$ cat src/rtl/dpram_access_ctrl_pkg.sv
// ---------------------------------------------------------------------------
// dpram_access_ctrl_pkg
//   Shared definitions for the dual-port RAM access controller:
//   default widths, controller state encoding, round-robin pointer values
//   and the same-address hazard predicate.
// ---------------------------------------------------------------------------
package dpram_access_ctrl_pkg;

  localparam int DW_DEF = 8;  // default data width
  localparam int AW_DEF = 8;  // default address width
  localparam int CW_DEF = 8;  // default collision counter width

  // Controller states
  typedef enum logic {
    ST_INIT = 1'b0,
    ST_RUN  = 1'b1
  } state_e;

  // Round-robin pointer: which requester wins the next hazard
  typedef enum logic {
    RR_R0 = 1'b0,
    RR_R1 = 1'b1
  } rr_ptr_e;

  // Two requests to one address conflict unless both are reads.
  function automatic logic is_hazard(input logic req0, input logic req1,
                                     input logic we0,  input logic we1,
                                     input logic addr_eq);
    return req0 & req1 & addr_eq & (we0 | we1);
  endfunction

endpackage

$ cat src/rtl/dpram_access_ctrl_rr_arb2.sv
// ---------------------------------------------------------------------------
// rr_arb2
//   Two-requester round-robin arbiter. Without a hazard every request is
//   granted as-is; on a hazard only the requester named by the pointer is
//   granted and the pointer then moves to the other requester. The pointer
//   never moves on non-hazard cycles.
// Ports
//   clk       in   clock
//   rst       in   asynchronous active-low reset (pointer -> R0)
//   req_i     in   [1:0] requests, bit0 = R0, bit1 = R1
//   hazard_i  in   same-address conflict this cycle
//   gnt_o     out  [1:0] grants (combinational)
// ---------------------------------------------------------------------------
module rr_arb2
  import dpram_access_ctrl_pkg::*;
(
  input  logic       clk,
  input  logic       rst,
  input  logic [1:0] req_i,
  input  logic       hazard_i,
  output logic [1:0] gnt_o
);

  rr_ptr_e ptr_q, ptr_d;

  always_ff @(posedge clk or negedge rst) begin
    if (!rst) begin
      ptr_q <= RR_R0;
    end else begin
      ptr_q <= ptr_d;
    end
  end

  always_comb begin
    ptr_d = ptr_q;
    gnt_o = req_i;
    if (hazard_i) begin
      gnt_o = (ptr_q == RR_R0) ? 2'b01 : 2'b10;
      ptr_d = (ptr_q == RR_R0) ? RR_R1 : RR_R0;
    end
  end

endmodule

$ cat src/rtl/dpram_access_ctrl.sv
// ---------------------------------------------------------------------------
// dpram_access_ctrl
//   Access controller owning both ports of an external true dual-port RAM.
//   R0 is served on port A, R1 on port B, each through a req/gnt handshake.
//   After reset the RAM is optionally zero-filled through port A; afterwards
//   same-address conflicts are resolved round-robin and counted.
// Ports
//   clk, rst                 clock, asynchronous active-low reset
//   rX_req/we/addr/wdata     requester X request and qualifiers (held to gnt)
//   rX_gnt                   request accepted this cycle (combinational)
//   rX_rvalid/rX_rdata       read return, one cycle after a granted read
//   we_a/add_a/data_a        RAM port A controls
//   we_b/add_b/data_b        RAM port B controls
//   read_a/read_b            RAM read data (synchronous, 1-cycle latency)
//   init_busy                high while the RAM is being cleared
//   coll_cnt                 saturating hazard counter
// ---------------------------------------------------------------------------
module dpram_access_ctrl
  import dpram_access_ctrl_pkg::*;
#(
  parameter int DW         = DW_DEF,
  parameter int AW         = AW_DEF,
  parameter int CW         = CW_DEF,
  parameter int INIT_CLEAR = 1
) (
  input  logic          clk,
  input  logic          rst,
  input  logic          r0_req,
  input  logic          r0_we,
  input  logic [AW-1:0] r0_addr,
  input  logic [DW-1:0] r0_wdata,
  output logic          r0_gnt,
  output logic          r0_rvalid,
  output logic [DW-1:0] r0_rdata,
  input  logic          r1_req,
  input  logic          r1_we,
  input  logic [AW-1:0] r1_addr,
  input  logic [DW-1:0] r1_wdata,
  output logic          r1_gnt,
  output logic          r1_rvalid,
  output logic [DW-1:0] r1_rdata,
  output logic          we_a,
  output logic          we_b,
  output logic [AW-1:0] add_a,
  output logic [AW-1:0] add_b,
  output logic [DW-1:0] data_a,
  output logic [DW-1:0] data_b,
  input  logic [DW-1:0] read_a,
  input  logic [DW-1:0] read_b,
  output logic          init_busy,
  output logic [CW-1:0] coll_cnt
);

  localparam state_e        ST_AFTER_RST = (INIT_CLEAR != 0) ? ST_INIT : ST_RUN;
  localparam logic [AW-1:0] CNT_LAST     = '1;
  localparam logic [CW-1:0] COLL_MAX     = '1;

  state_e        state_q, state_d;
  logic [AW-1:0] cnt_q, cnt_d;
  logic [CW-1:0] coll_q, coll_d;
  logic          r0_rvalid_q, r1_rvalid_q;
  logic [DW-1:0] r0_rdata_q, r1_rdata_q;

  logic          run;
  logic          hazard;
  logic [1:0]    arb_gnt;

  // ---------------- FSM: state register ----------------
  always_ff @(posedge clk or negedge rst) begin
    if (!rst) begin
      state_q <= ST_AFTER_RST;
      cnt_q   <= '0;
    end else begin
      state_q <= state_d;
      cnt_q   <= cnt_d;
    end
  end

  // ---------------- FSM: next state ----------------
  // INIT walks every address once and has no exit other than completion.
  always_comb begin
    state_d = state_q;
    cnt_d   = cnt_q;
    if (state_q == ST_INIT) begin
      cnt_d = cnt_q + AW'(1);
      if (cnt_q == CNT_LAST) begin
        state_d = ST_RUN;
      end
    end
  end

  // Grants are also blocked while reset is held, so a RUN-after-reset
  // configuration never accepts a request during reset.
  assign run    = rst & (state_q == ST_RUN);
  assign hazard = run & is_hazard(r0_req, r1_req, r0_we, r1_we, r0_addr == r1_addr);

  rr_arb2 u_arb (
    .clk      (clk),
    .rst      (rst),
    .req_i    ({r1_req & run, r0_req & run}),
    .hazard_i (hazard),
    .gnt_o    (arb_gnt)
  );

  assign r0_gnt = arb_gnt[0];
  assign r1_gnt = arb_gnt[1];

  // ---------------- FSM: outputs / RAM port muxes ----------------
  always_comb begin
    we_a      = 1'b0;
    add_a     = '0;
    data_a    = '0;
    we_b      = 1'b0;
    add_b     = '0;
    data_b    = '0;
    init_busy = 1'b0;
    if (state_q == ST_INIT) begin
      init_busy = 1'b1;
      we_a      = 1'b1;
      add_a     = cnt_q;
    end else begin
      if (r0_gnt) begin
        we_a   = r0_we;
        add_a  = r0_addr;
        data_a = r0_wdata;
      end
      if (r1_gnt) begin
        we_b   = r1_we;
        add_b  = r1_addr;
        data_b = r1_wdata;
      end
    end
  end

  // ---------------- Collision counter ----------------
  always_comb begin
    coll_d = coll_q;
    if (hazard && (coll_q != COLL_MAX)) begin
      coll_d = coll_q + CW'(1);
    end
  end

  always_ff @(posedge clk or negedge rst) begin
    if (!rst) begin
      coll_q <= '0;
    end else begin
      coll_q <= coll_d;
    end
  end

  assign coll_cnt = coll_q;

  // ---------------- Read return ----------------
  // The RAM registers the read on the grant edge, so its data is present on
  // read_x during the cycle after the grant. rvalid marks that cycle and the
  // data is forwarded directly; it is captured at the end of the valid cycle
  // so rdata keeps the last returned value afterwards.
  always_ff @(posedge clk or negedge rst) begin
    if (!rst) begin
      r0_rvalid_q <= 1'b0;
      r1_rvalid_q <= 1'b0;
      r0_rdata_q  <= '0;
      r1_rdata_q  <= '0;
    end else begin
      r0_rvalid_q <= r0_gnt & ~r0_we;
      r1_rvalid_q <= r1_gnt & ~r1_we;
      if (r0_rvalid_q) begin
        r0_rdata_q <= read_a;
      end
      if (r1_rvalid_q) begin
        r1_rdata_q <= read_b;
      end
    end
  end

  assign r0_rvalid = r0_rvalid_q;
  assign r1_rvalid = r1_rvalid_q;
  assign r0_rdata  = r0_rvalid_q ? read_a : r0_rdata_q;
  assign r1_rdata  = r1_rvalid_q ? read_b : r1_rdata_q;

endmodule

$ cat config.mk
export PLATFORM = sky130hd
export DESIGN_NAME = dpram_access_ctrl
export DESIGN_NICKNAME = d
export VERILOG_FILES = /design/src/rtl/dpram_access_ctrl_pkg.sv /design/src/rtl/dpram_access_ctrl_rr_arb2.sv /design/src/rtl/dpram_access_ctrl.sv
export SDC_FILE = /design/constraint.sdc
export NUM_CORES = 1
export LEC_CHECK = 0
export BUFFER_PORTS_ARGS = -buffer_cell sky130_fd_sc_hd__buf_2
export CORE_MARGIN = 1
export CORE_UTILIZATION = 39
export DETAILED_ROUTE_END_ITERATION = 10
export PLACE_DENSITY = 0.77
export SETUP_SLACK_MARGIN = 0.2
export SYNTH_ARGS = -nofsm -noshare
export SYNTH_HDL_FRONTEND = slang
export SYNTH_HIERARCHICAL = 1
export SYNTH_SLANG_ARGS = --single-unit
$ cat constraint.sdc
create_clock -name clk -period 2.59 [get_ports clk]
set_clock_uncertainty 0.2 [all_clocks]
set_input_delay 0.3885 -clock clk [delete_from_list [all_inputs] [get_ports clk]]
set_output_delay 0.3885 -clock clk [all_outputs]
set_load 0.1 [all_outputs]
==> impl_metrics.env <==
export IMPL_status="complete, but fails checks"
export IMPL_failed_checks="negative setup slack"
export IMPL_ant_nets=0
export IMPL_start_util_pct=40.37
export IMPL_hold_viol_final=0
export IMPL_synth_area_leaders="dfrtp_1 (47%), mux2_2 (11%), and3_1 (9.5%)"
export IMPL_maxSlewViolCount=0
export IMPL_postCtsHoldBufs=0
export IMPL_grt_first_pass_wirelength_mm=10.50
export IMPL_worst_r2r_setup_slack_ns=0.55
export IMPL_die_area_um2=5173
export IMPL_cts_clk_slew_worst_paths_ns=0.07
export IMPL_wire_per_inst_um=17.03
export IMPL_synth_cell_types=29
export IMPL_synthMuxAreaShare_pct=12.73
export IMPL_drive_gt1_share_pct=69.59
export IMPL_via_count=1955
export IMPL_drt_iter0_drc=77
export IMPL_switchingPower_uw=253.8
export IMPL_pwr_share_comb_pct=10.8
export IMPL_netlist_area_um2=1907
export IMPL_relSlewSlack_pct=67.19
export IMPL_synth_ff_type="dfrtp_1"
export IMPL_antenna_found_initial=0
export IMPL_cts_root_buffer="clkbuf_8"
export IMPL_die_w_um=71.93
export IMPL_avgSynthCellArea_um2=10.71
export IMPL_dp_slack_ns=-0.3518
export IMPL_fmax_mhz=346.9
export IMPL_fin_setup_tns_ns=-9.516
export IMPL_cp_start_kind="primary input"
export IMPL_syn2layout_area_growth_pct=97.44
export IMPL_leakage_nw=1.859
export IMPL_fillers=281
export IMPL_crit_fanout=5
export IMPL_hold_class="primary input to async pin"
export IMPL_synth_compound_area_share_pct=3.281
export IMPL_grt_ovfl_total=0
export IMPL_worstPathRequired_ns=2.00
export IMPL_swShare_pct=23.24
export IMPL_post_dp_hpwl_mm=4.498
export IMPL_synth_xor_area_share_pct=9.646
export IMPL_async_flop_share_pct=100.0
export IMPL_worstSetupPathType="primary input to primary output"
export IMPL_finalPower_mw=1.092
export IMPL_cp_arrival_ns=2.29
export IMPL_p_seq_share_pct=51.4
export IMPL_synth_most_common_cell="dfrtp_1"
export IMPL_synth_edf_count=0
export IMPL_fin_nets=374
export IMPL_place_area_um2=3525
export IMPL_gr_usage_all_layers_pct=26.74
export IMPL_ys_top_cells_by_count="dfrtp_1 (36), and3_1 (29), mux2_2 (18)"
export IMPL_postLayoutCoreUtil_pct=79.71
export IMPL_drt_total_wl_mm=6.574
export IMPL_clkPwrFrac_pct=37.7
export IMPL_grt_max_degree=38
export IMPL_tightest_slew_ns=0.4870
export IMPL_fin_area_um2=3765
export IMPL_numCtsBuffers=5
export IMPL_fin_crit_ns=2.883
export IMPL_reg2reg_to="r1_rvalid"
export IMPL_ff2ff_path_depth=6
export IMPL_cts_tree="yes"
export IMPL_gp_congestion=0.8306
export IMPL_rows=25
export IMPL_htree_levels=2
export IMPL_drv_cap=0
export IMPL_portBuffers=116
export IMPL_yosys_warnings=6
export IMPL_post_drt_via_cell_ratio=5.065
export IMPL_seq_area_frac_synth_pct=47.24
export IMPL_p_int_uw=838.5
export IMPL_synth_cells=178
export IMPL_core_um2=4723
export IMPL_power_density_nw_per_um2=290.1
export IMPL_cts_sinks=36
export IMPL_setup_viol=36
export IMPL_synth_area_leader_cell="dfrtp_1"
export IMPL_syn_nets=234
export IMPL_first_global_vias=2091
export IMPL_synth_top_family_by_area="simple AND/OR/NAND/NOR gates"
export IMPL_ios=117
export IMPL_period_share_pct=111.3
export IMPL_drtPass1Iterations=6
export IMPL_regArea_um2=905.9
export IMPL_rsz0062_at_grt="yes"
export IMPL_synth_top_cell_area_share_pct=47.24
export IMPL_cts_buffer_depth=2
export IMPL_synth_simple_gate_area_share_pct=22.64
export IMPL_fp_dieH_um=71.93
export IMPL_multi_input_area_um2=1316
export IMPL_cp_end_kind="primary output"
export IMPL_diodes=0
export IMPL_synthAdderAreaFrac_pct=1.312
export IMPL_clk_latency_ns=0.28
export IMPL_drc=0
export IMPL_worstReg2RegStart="state_q"
export IMPL_setup_ws_ns=-0.2927
export IMPL_ir_drop_mv=0.2344
export IMPL_yosys_register_bits=36
[layer usage]
metal / wire length [um] / vias up / track usage (%) / part of all wire [%]
li1: - / 902 / - / -
met1: 2416 / 956 / 29.60 / 37
met2: 3527 / 70 / 47.38 / 54
met3: 326 / 27 / 5.972 / 5.0
met4: 304 / 0 / 15.25 / 4.6
met5: 0 / - / 0 / 0
[worst max path at each step]
stage / start / slack [ns] / depth (start not counted) / to
2_1_floorplan: r0_addr[5] / -0.76 / 8 / add_a[2]
3_3_place_gp: r0_addr[5] / -0.29 / 10 / add_a[2]
3_5_place_dp: r0_addr[5] / -0.35 / 10 / add_a[4]
4_1_cts: r1_addr[0] / -0.27 / 9 / data_a[1]
5_1_grt: r1_addr[0] / -0.34 / 9 / data_a[1]
6_report: r0_addr[1] / -0.29 / 8 / add_b[4]
[flip-flops by register name (all words and copies together), names as in the netlist]
| register | count |
|---|---|
| r0_rdata_q | 8 |
| cnt_q | 8 |
| state_q | 1 |
| u_arb/ptr_q | 1 |
| r1_rdata_q | 8 |
| r1_rvalid | 1 |
| r0_rvalid | 1 |
| coll_cnt | 8 |
[critical path, stage by stage]
cell      delay [ns]
buf_2           0.13
xnor2_1         0.28
nand3b_1        0.19
nor4b_4         0.34
buf_4           0.24
mux2_4          0.35
and3_4          0.20
buf_12          0.16
[final cells by class]
type / instances / share of cell area, %
Inverter: 7 / 0.6979
Tap cell: 67 / 2.227
Multi-Input combinational cell: 129 / 34.96
Timing Repair Buffer: 139 / 35.56
Clock buffer: 7 / 2.293
Sequential cell: 36 / 24.06
Clock inverter: 1 / 0.1994
[placed cells by master (no fill, tap or decap), types with 2 or more instances in the layout]
| master | netlist | final |
|---|---|---|
| dfrtp_2 | 0 | 4 |
| buf_2 | 0 | 76 |
| clkbuf_8 | 0 | 6 |
| nor2b_1 | 3 | 3 |
| buf_4 | 0 | 21 |
| xor2_1 | 9 | 6 |
| nand3_1 | 7 | 7 |
| and3_1 | 29 | 4 |
| dfrtp_1 | 36 | 32 |
| xor2_4 | 0 | 2 |
| nand2_1 | 13 | 7 |
| nor3_1 | 4 | 4 |
| mux2_4 | 2 | 5 |
| buf_12 | 0 | 37 |
| nand2_4 | 0 | 6 |
| and4_1 | 2 | 2 |
| xnor2_1 | 12 | 12 |
| o21ai_4 | 0 | 5 |
| ha_1 | 2 | 2 |
| mux2_2 | 18 | 18 |
| and3_4 | 0 | 25 |
| nor2_1 | 4 | 4 |
| buf_6 | 0 | 4 |
| nand4_1 | 2 | 2 |
| a22o_4 | 0 | 2 |
| inv_1 | 7 | 7 |
[repair_timing]
| item | 4_1_cts | 5_1_grt |
|---|---|---|
| setup buffers | 1 | 0 |
| setup endpoints to repair | 36 | 36 |
| gates resized for setup | 21 | 2 |
| pin swaps | 11 | 2 |
| cloned | 4 | 0 |
| endpoints found under the hold margin | 0 | 0 |
[through the flow]
stage / std cells / hold WS [ns]
global route: 386 / 0.1227
finish: 386 / 0.06841
floorplan: 178 / -0.1071
detailed placement: 373 / 0.2824
global placement: 373 / 0.2622
CTS: 386 / 0.07759
[kinds of logic (layout without fill, tap and decap cells)]
group                    after synthesis  count (layout)
AND/OR/NAND/NOR                       72              72
buffers and inverters                 16             154
AO/OA/AOI/OAI                         10              10
adder cells (fa/ha/maj)                2               2
flip-flops                            36              36
XOR/XNOR                              21              21
multiplexers                          21              24
[power by group through the flow]
stage               combinational, mW  sequential, mW  clock (mW)
floorplan                      0.0223           0.573           0
global route                    0.128           0.561       0.436
detailed placement              0.104           0.573           0
CTS                             0.115           0.562       0.419
global placement                0.102           0.573           0
finish                          0.118           0.562       0.412
(Power assumes the default switching activity.)
